===== config.mk =====
export PLATFORM = sky130hd
export DESIGN_NAME = dmem_arbiter
export DESIGN_NICKNAME = d
export VERILOG_FILES = /design/src/rtl/mem_pkg.sv /design/src/rtl/dmem_arbiter.sv
export SDC_FILE = /design/constraint.sdc
export NUM_CORES = 1
export LEC_CHECK = 0
export ABC_AREA = 1
export CAP_MARGIN = 15
export CORE_AREA = 5 5 115 117
export DETAILED_ROUTE_END_ITERATION = 8
export DIE_AREA = 0 0 120 122
export HOLD_SLACK_MARGIN = 0.05
export PLACE_DENSITY = 0.89
export SYNTH_ARGS = -nofsm -noshare
export SYNTH_HDL_FRONTEND = slang
export SYNTH_SLANG_ARGS = --single-unit

===== constraint.sdc =====
create_clock -name clk -period 1.8 [get_ports clk]
set_clock_uncertainty 0.05 [all_clocks]
set_input_delay 0.18 -clock clk [delete_from_list [all_inputs] [get_ports clk]]
set_output_delay 0.18 -clock clk [all_outputs]
set_load 0.01 [all_outputs]

===== src/rtl/mem_pkg.sv =====
// mem_pkg: shared definitions for the data-memory path.
//   port_e     - identifies which requester owns the memory in a cycle
//   ADDR_W     - byte-address width used by dmem clients
//   is_aligned - word-alignment check, shared with the LSU
package mem_pkg;

  typedef enum logic {PORT_CORE, PORT_DMA} port_e;

  localparam int ADDR_W = 32;

  function automatic logic is_aligned(input logic [ADDR_W-1:0] addr);
    return (addr & ADDR_W'(3)) == '0;
  endfunction

endpackage


===== src/rtl/dmem_arbiter.sv =====
// dmem_arbiter: shares the single-port data memory between the pipeline MEM
// stage (core port, fixed priority) and a DMA/debug loader (dma port). A
// starvation counter forces a DMA win after STARVE_LIMIT lost contended cycles.
// Every accepted access returns a registered one-cycle response.
//
// Ports:
//   clk, rst_n                        clock, async active-low reset
//   c_req/c_we/c_addr/c_wdata         core request
//   c_gnt                             core accepted this cycle (combinational)
//   c_rvalid/c_rdata/c_err            core response (registered)
//   d_*                               DMA port, same meanings as core
//   mem_w_en/mem_addr/mem_w_d         drive to dmem
//   mem_r_d                           dmem combinational read data
module dmem_arbiter
  import mem_pkg::*;
#(
  parameter int WIDTH        = 32,
  parameter int STARVE_LIMIT = 4
) (
  input  logic              clk,
  input  logic              rst_n,

  input  logic              c_req,
  input  logic              c_we,
  input  logic [ADDR_W-1:0] c_addr,
  input  logic [WIDTH-1:0]  c_wdata,
  output logic              c_gnt,
  output logic              c_rvalid,
  output logic [WIDTH-1:0]  c_rdata,
  output logic              c_err,

  input  logic              d_req,
  input  logic              d_we,
  input  logic [ADDR_W-1:0] d_addr,
  input  logic [WIDTH-1:0]  d_wdata,
  output logic              d_gnt,
  output logic              d_rvalid,
  output logic [WIDTH-1:0]  d_rdata,
  output logic              d_err,

  output logic              mem_w_en,
  output logic [ADDR_W-1:0] mem_addr,
  output logic [WIDTH-1:0]  mem_w_d,
  input  logic [WIDTH-1:0]  mem_r_d
);

  localparam int CNT_W = $clog2(STARVE_LIMIT + 1);
  localparam logic [CNT_W-1:0] CNT_MAX = CNT_W'(STARVE_LIMIT);

  port_e            win;
  logic             c_ok;
  logic             d_ok;
  logic [CNT_W-1:0] starve_cnt_q, starve_cnt_d;

  logic             c_rvalid_q, d_rvalid_q;
  logic             c_err_q, d_err_q;
  logic [WIDTH-1:0] c_rdata_q, d_rdata_q;

  assign c_ok = is_aligned(c_addr);
  assign d_ok = is_aligned(d_addr);

  always_comb begin
    win          = PORT_CORE;
    c_gnt        = 1'b0;
    d_gnt        = 1'b0;
    starve_cnt_d = starve_cnt_q;

    // Grants are held off during reset so nothing is accepted into a
    // response register that is being cleared.
    if (rst_n) begin
      if (c_req && d_req) begin
        win = (starve_cnt_q == CNT_MAX) ? PORT_DMA : PORT_CORE;
      end else if (d_req) begin
        win = PORT_DMA;
      end
      c_gnt = c_req && (win == PORT_CORE);
      d_gnt = d_req && (win == PORT_DMA);
    end

    if (d_gnt || !d_req) begin
      starve_cnt_d = '0;
    end else if (c_gnt && (starve_cnt_q != CNT_MAX)) begin
      starve_cnt_d = starve_cnt_q + CNT_W'(1);
    end

    // Idle cycles park the memory address on the core port.
    mem_addr = (win == PORT_DMA) ? d_addr  : c_addr;
    mem_w_d  = (win == PORT_DMA) ? d_wdata : c_wdata;

    // Misaligned writes are suppressed and reported through x_err instead.
    mem_w_en = (c_gnt && c_we && c_ok) || (d_gnt && d_we && d_ok);
  end

  always_ff @(posedge clk or negedge rst_n) begin
    if (!rst_n) begin
      starve_cnt_q <= '0;
      c_rvalid_q   <= 1'b0;
      d_rvalid_q   <= 1'b0;
      c_err_q      <= 1'b0;
      d_err_q      <= 1'b0;
      c_rdata_q    <= '0;
      d_rdata_q    <= '0;
    end else begin
      starve_cnt_q <= starve_cnt_d;
      c_rvalid_q   <= c_gnt;
      d_rvalid_q   <= d_gnt;
      c_err_q      <= c_gnt && !c_ok;
      d_err_q      <= d_gnt && !d_ok;
      // rdata only moves on aligned reads; writes and faults keep the old word.
      if (c_gnt && !c_we && c_ok) c_rdata_q <= mem_r_d;
      if (d_gnt && !d_we && d_ok) d_rdata_q <= mem_r_d;
    end
  end

  assign c_rvalid = c_rvalid_q;
  assign d_rvalid = d_rvalid_q;
  assign c_err    = c_err_q;
  assign d_err    = d_err_q;
  assign c_rdata  = c_rdata_q;
  assign d_rdata  = d_rdata_q;

endmodule


* Word level (Yosys, flattened, before mapping)
Index checks and enable logic that the tools add are counted.
** Word-level totals
- Bits of input ports :: 166
- Register bits after elaboration :: 71
- Output and inout bits :: 135
- Logic and storage cells :: 46
** Operators by class
- Bitwise gates (word level) :: 1
- Equality and inequality tests :: 2
- Muxes and demuxes :: 11
- Reductions and logical operators :: 24
- Add/sub/neg operators :: 1
** Operator list (number)
- $logic_not A32 Y1 :: 2
- $mux W32 :: 2
- $logic_and A1 B1 Y1 :: 14
- $mux W1 :: 7
- $mux W3 :: 2
- $logic_not A1 Y1 :: 5
- $add A3 B1 Y3 const B :: 1
- $eq A3 B3 Y1 const B :: 1
- $ne A3 B3 Y1 const B :: 1
- $logic_or A1 B1 Y1 :: 2
- $reduce_bool A2 Y1 :: 1
- $not A1 Y1 :: 1

* Logic depth before layout (Yosys ltp)
- Depth after elaboration :: 10
- Depth in mapped cells :: 10
- Depth with buffers taken out :: 8

* Worst setup path before layout
OpenSTA, ideal clock, no wires.
- Path kind :: flip-flop to output port
- Start point :: register starve_cnt_q[0]
- End point :: output mem_addr[0]
- Cell stages (with the launch flop) :: 10
- Path slack :: 0.224 ns
- Buffers on the path :: 2
- Required time :: 1.570 ns
- Arrival :: 1.346 ns
- Cell sequence :: dfrtp_1 -> inv_1 -> ha_1 -> nand2_1 -> nand2_2 -> nand3_2 -> buf_2 -> buf_2 -> nand2_1 -> nand2_1
** Between the ends
- Cells in the longest elaborated chain, start to end :: 6
** RTL lines
- start: declaration :: RTL line dmem_arbiter.sv:53 : logic [CNT_W-1:0] starve_cnt_q, starve_cnt_d;
- start signal: assignment :: RTL line dmem_arbiter.sv:104 : starve_cnt_q <= starve_cnt_d;
- $eq A3 B3 Y1 :: RTL line dmem_arbiter.sv:72 : win = (starve_cnt_q == CNT_MAX) ? PORT_DMA : PORT_CORE;
- $mux W1 :: RTL line dmem_arbiter.sv:72
- $mux W1 :: RTL line dmem_arbiter.sv:71 : if (c_req && d_req) begin
- $mux W1 (2 in a row) :: RTL line dmem_arbiter.sv:70 : if (rst_n) begin
- $mux W32 :: RTL line dmem_arbiter.sv:87 : mem_addr = (win == PORT_DMA) ? d_addr : c_addr;
- end: declaration :: RTL line dmem_arbiter.sv:42 : output logic [ADDR_W-1:0] mem_addr,
Every way passes these cells. The select of a mux whose other input is x is not followed.

* Final worst setup path
- Start point :: register starve_cnt_q[1]
- End point :: output mem_addr[31]
The elaborated chain is that of the path after synthesis.

==> qor.json <==
{
  "yosys": {
    "synth_sequential_area_ratio_pct": 46.9,
    "synthArstFlopShare_pct": 100,
    "synth_top_area_cell": "dfrtp_1",
    "synth_most_common_cell": "nand2_1",
    "postSynthRegisterBits": 71,
    "number_of_synthesized_flops_with_an_enable_pin": 0,
    "main_combinational_cell_family_by_area_after_synthesis": "simple AND/OR/NAND/NOR gates",
    "mappedNetlistArea_um2": 3790,
    "synth_xor_xnor_area_share_pct": 0.231,
    "postSynthNetCount": 695,
    "yosys.area_share.adder_pct": 0.660,
    "synth.cells.most_frequent": "326 x nand2_1, 71 x dfrtp_1, 32 x nand4_1",
    "synthesis.area_per_instance_um2": 7.19,
    "share_of_the_synthesized_area_in_compound_gates_ao_oa_aoi_oai_pct": 5.22,
    "share_of_cell_area_taken_by_muxes_after_synthesis_pct": 0,
    "synth_top_cells_by_area": "dfrtp_1 47%, nand2_1 32%, nand4_1 5.3%",
    "ys.flop_type": "dfrtp_1",
    "yosysWarningCount": 0,
    "synth_top_cell_area_share_pct": 46.9,
    "postSynthCellCount": 527,
    "post_synth_and_or_nand_nor_area_fraction_pct": 40.3,
    "yosysUniqueCellTypes": 24
  },
  "routing": {
    "wl_per_cell_um": 20.7,
    "dr.pass1.iters": 6,
    "via_count": 5176,
    "drt.antenna.violating_nets": 0,
    "postRouteWirelength_um": 21300,
    "detail_route.vias_per_cell": 5.02,
    "remaining_drc_errors": 0,
    "drtIter0Drc": 287
  },
  "critical_path": {
    "count_of_buffering_cells_on_the_critical_path_with_inverters_included": 5,
    "cell_occurring_most_often_along_the_worst_timing_path": "nand2_2",
    "path_class": "reg2out",
    "critical_path_peak_fanout": 6,
    "end_of_the_worst_register_to_register_path": "d_rdata[20]",
    "path_cells": "inv_2 > ha_4 > nand2_2 > nand2_4 > nand3_4 > buf_12 > buf_8 > buf_12 > nand2_2 > nand2_2 > buf_6",
    "critical_path.reg2reg.startpoint": "starve_cnt_q[1]",
    "worstSetupStartpointType": "register",
    "reg2reg_depth": 11,
    "r2r_slack_ns": -0.02,
    "worst_ep_arrival_time_ns": 1.90,
    "worst_setup_path_end_kind": "output pin",
    "setup.worst_path.end": "mem_addr[31]",
    "req_time_crit_path_ns": 1.57,
    "critPathSlowestCell": "dfrtp_1",
    "path_delay_family": "buffers and inverters",
    "path_depth": 11,
    "worst_setup_path_startpoint": "starve_cnt_q[1]",
    "worst_path_largest_cell_delay_ns": 0.40
  },
  "sta": {
    "worst_slew_margin_rel_pct": 51.8,
    "final-hold-violation-count": 0,
    "fin_crit_share_pct": 118,
    "setup_slack_ns": -0.327,
    "grt_setup_unrepaired": "yes",
    "clock.fmax_mhz": 470,
    "slew_at_the_pin_with_the_worst_max_slew_slack_ns": 0.722,
    "final_setup_violations": 81,
    "slew_viol_final": 0,
    "final.min_clock_period_ns": 2.13
  },
  "layout": {
    "syn2layout_area_growth_pct": 119,
    "post_layout_cell_count": 1031,
    "nets_final": 1042,
    "final_layout_size_suffix_gt1_share_pct": 30.2
  },
  "cts": {
    "tritoncts.num_buffers": 9,
    "numClockSinks": 71,
    "clk_pin_slew_worst_paths_ns": 0.05,
    "htreeDepth": 3,
    "clock_tree.buffer_depth": 2,
    "cts_tree": "done",
    "cts-root-buf": "clkbuf_16",
    "worstSkewPairLatency_ns": 0.32
  },
  "pwr": {
    "cellPowerDensity_nw_per_um2": 733,
    "max-vdd-ir-drop_v": 0.000636,
    "power.static_leakage_nw": 4.06
  },
  "global_route": {
    "initial_antenna_violation_count": 2,
    "wire_length_of_the_first_global_routing_pass_um": 30000,
    "grt_max_degree": 57,
    "first_global_vias": 5263,
    "grt.overflow.total": 0,
    "gr-usage-all-layers_pct": 26.7
  },
  "flow_run": {
    "timing.max_cap.violations": 0
  },
  "floorplanning": {
    "coreArea_um2": 12300,
    "num_io_pins": 301,
    "std_cell_rows": 41,
    "initial_utilization_pct": 30.9,
    "dieHeight_um": 122,
    "floorplan.die.width_um": 120,
    "die_ar_um2": 14600
  },
  "placed_design": {
    "dp_hpwl_um": 14600,
    "io_buffer_count": 300,
    "post-place-ws_ns": -0.361,
    "globalplace.congestion": 0.928,
    "placed_cells": 976
  },
  "hold_path": {
    "hold_path.class": "in2reg",
    "worstHoldStart": "rst_n"
  },
  "status": {
    "failed_checks": "setup timing",
    "run_status": "complete, but fails checks"
  }
}
## stage by stage
stage	utilization [%]	hold slack (ns)	power, mW	instance area [µm²]	TNS [ns]
detailed placement	57.8	0.255	4.15	7090	-21.60
floorplan	-	-0.166	2.69	3790	0
global placement	57.8	0.253	4.11	7090	-19.30
global route	67.6	0.356	6.35	8290	-24.38
finish	67.6	0.349	6.08	8290	-16.13
CTS	64.3	0.306	5.98	7890	-15.78
## cells in the final DEF (no fill, tap or decap), types with 4 or more instances in the layout
master | synthesis | routed
clkdlybuf4s50_1 | 0 | 232
nand2_1 | 326 | 226
nand2_2 | 2 | 73
dfrtp_1 | 71 | 71
buf_6 | 8 | 55
nand4_1 | 32 | 32
buf_2 | 15 | 32
buf_4 | 3 | 30
nand2_4 | 0 | 29
o21ai_0 | 30 | 25
clkbuf_16 | 0 | 11
o21ai_1 | 4 | 9
buf_16 | 0 | 8
buf_8 | 0 | 7
buf_12 | 0 | 5
nand3_1 | 4 | 4
## how the worst min path moves through the flow
stage                             to  slack [ns]  cells past startpoint
after floorplan                c_err       -0.17                      0
after global placement    c_rdata[0]        0.25                      3
after detailed placement  c_rdata[0]        0.26                      3
after CTS                   d_rvalid        0.31                      4
after global routing        d_rvalid        0.36                      4
final                       d_rvalid        0.35                      4
## worst register-to-register path, cell delays in order (launching register included)
cell and delay, ns:
dfrtp_1 0.40, inv_2 0.09, ha_4 0.12, nand2_2 0.07
nand2_4 0.08, buf_4 0.13, buf_6 0.11, nand4_4 0.18
nor2_4 0.25, buf_8 0.17, nand2_1 0.07, nand2_1 0.06
## cell type report
class                      count  area, µm²
clock buffer                  12        246
antenna                        3       7.51
fill                         959       3970
clock inverter                 3       43.8
timing repair buffer         372       3810
sequential                    71       1780
multi-input combinational    412       2180
inverter                       8       37.5
tap                          150        188
## per-layer routing
layer	GRT usage, %	wire, µm
met2	48.0	10800
met5	0	0
met1	28.9	7540
met4	11.8	951
met3	8.50	2040
## logic make-up (layout without fill, tap and decap cells)
| group | after synthesis | in the layout |
|---|---|---|
| AO/OA/AOI/OAI | 37 | 37 |
| XOR/XNOR | 1 | 1 |
| AND/OR/NAND/NOR | 372 | 372 |
| flip-flops | 71 | 71 |
| adder cells (fa/ha/maj) | 2 | 2 |
| other | 0 | 3 |
| buffers and inverters | 44 | 395 |
## where the power goes
| part | switching [mW] | leakage, nW | internal, mW |
|---|---|---|---|
| combinational | 0.995 | 3.00 | 1.28 |
| sequential | 0.161 | 0.918 | 1.89 |
| clock | 0.644 | 0.143 | 1.10 |
## what timing repair did
action / in CTS / in global routing
endpoints found under the setup margin: 67 / 160
hold endpoints to repair: 15 / 0
cloned: 8 / 3
buffers inserted: 25 / 5
resized for setup: 347 / 147
hold buffers: 1 / 0
pin swaps: 7 / 24
## flip-flops by register name, indices dropped and copies added (netlist names)
name          flops
c_err             1
d_rvalid          1
c_rdata          32
starve_cnt_q      3
d_rdata          32
c_rvalid          1
d_err             1
(Power assumes the default switching activity.)
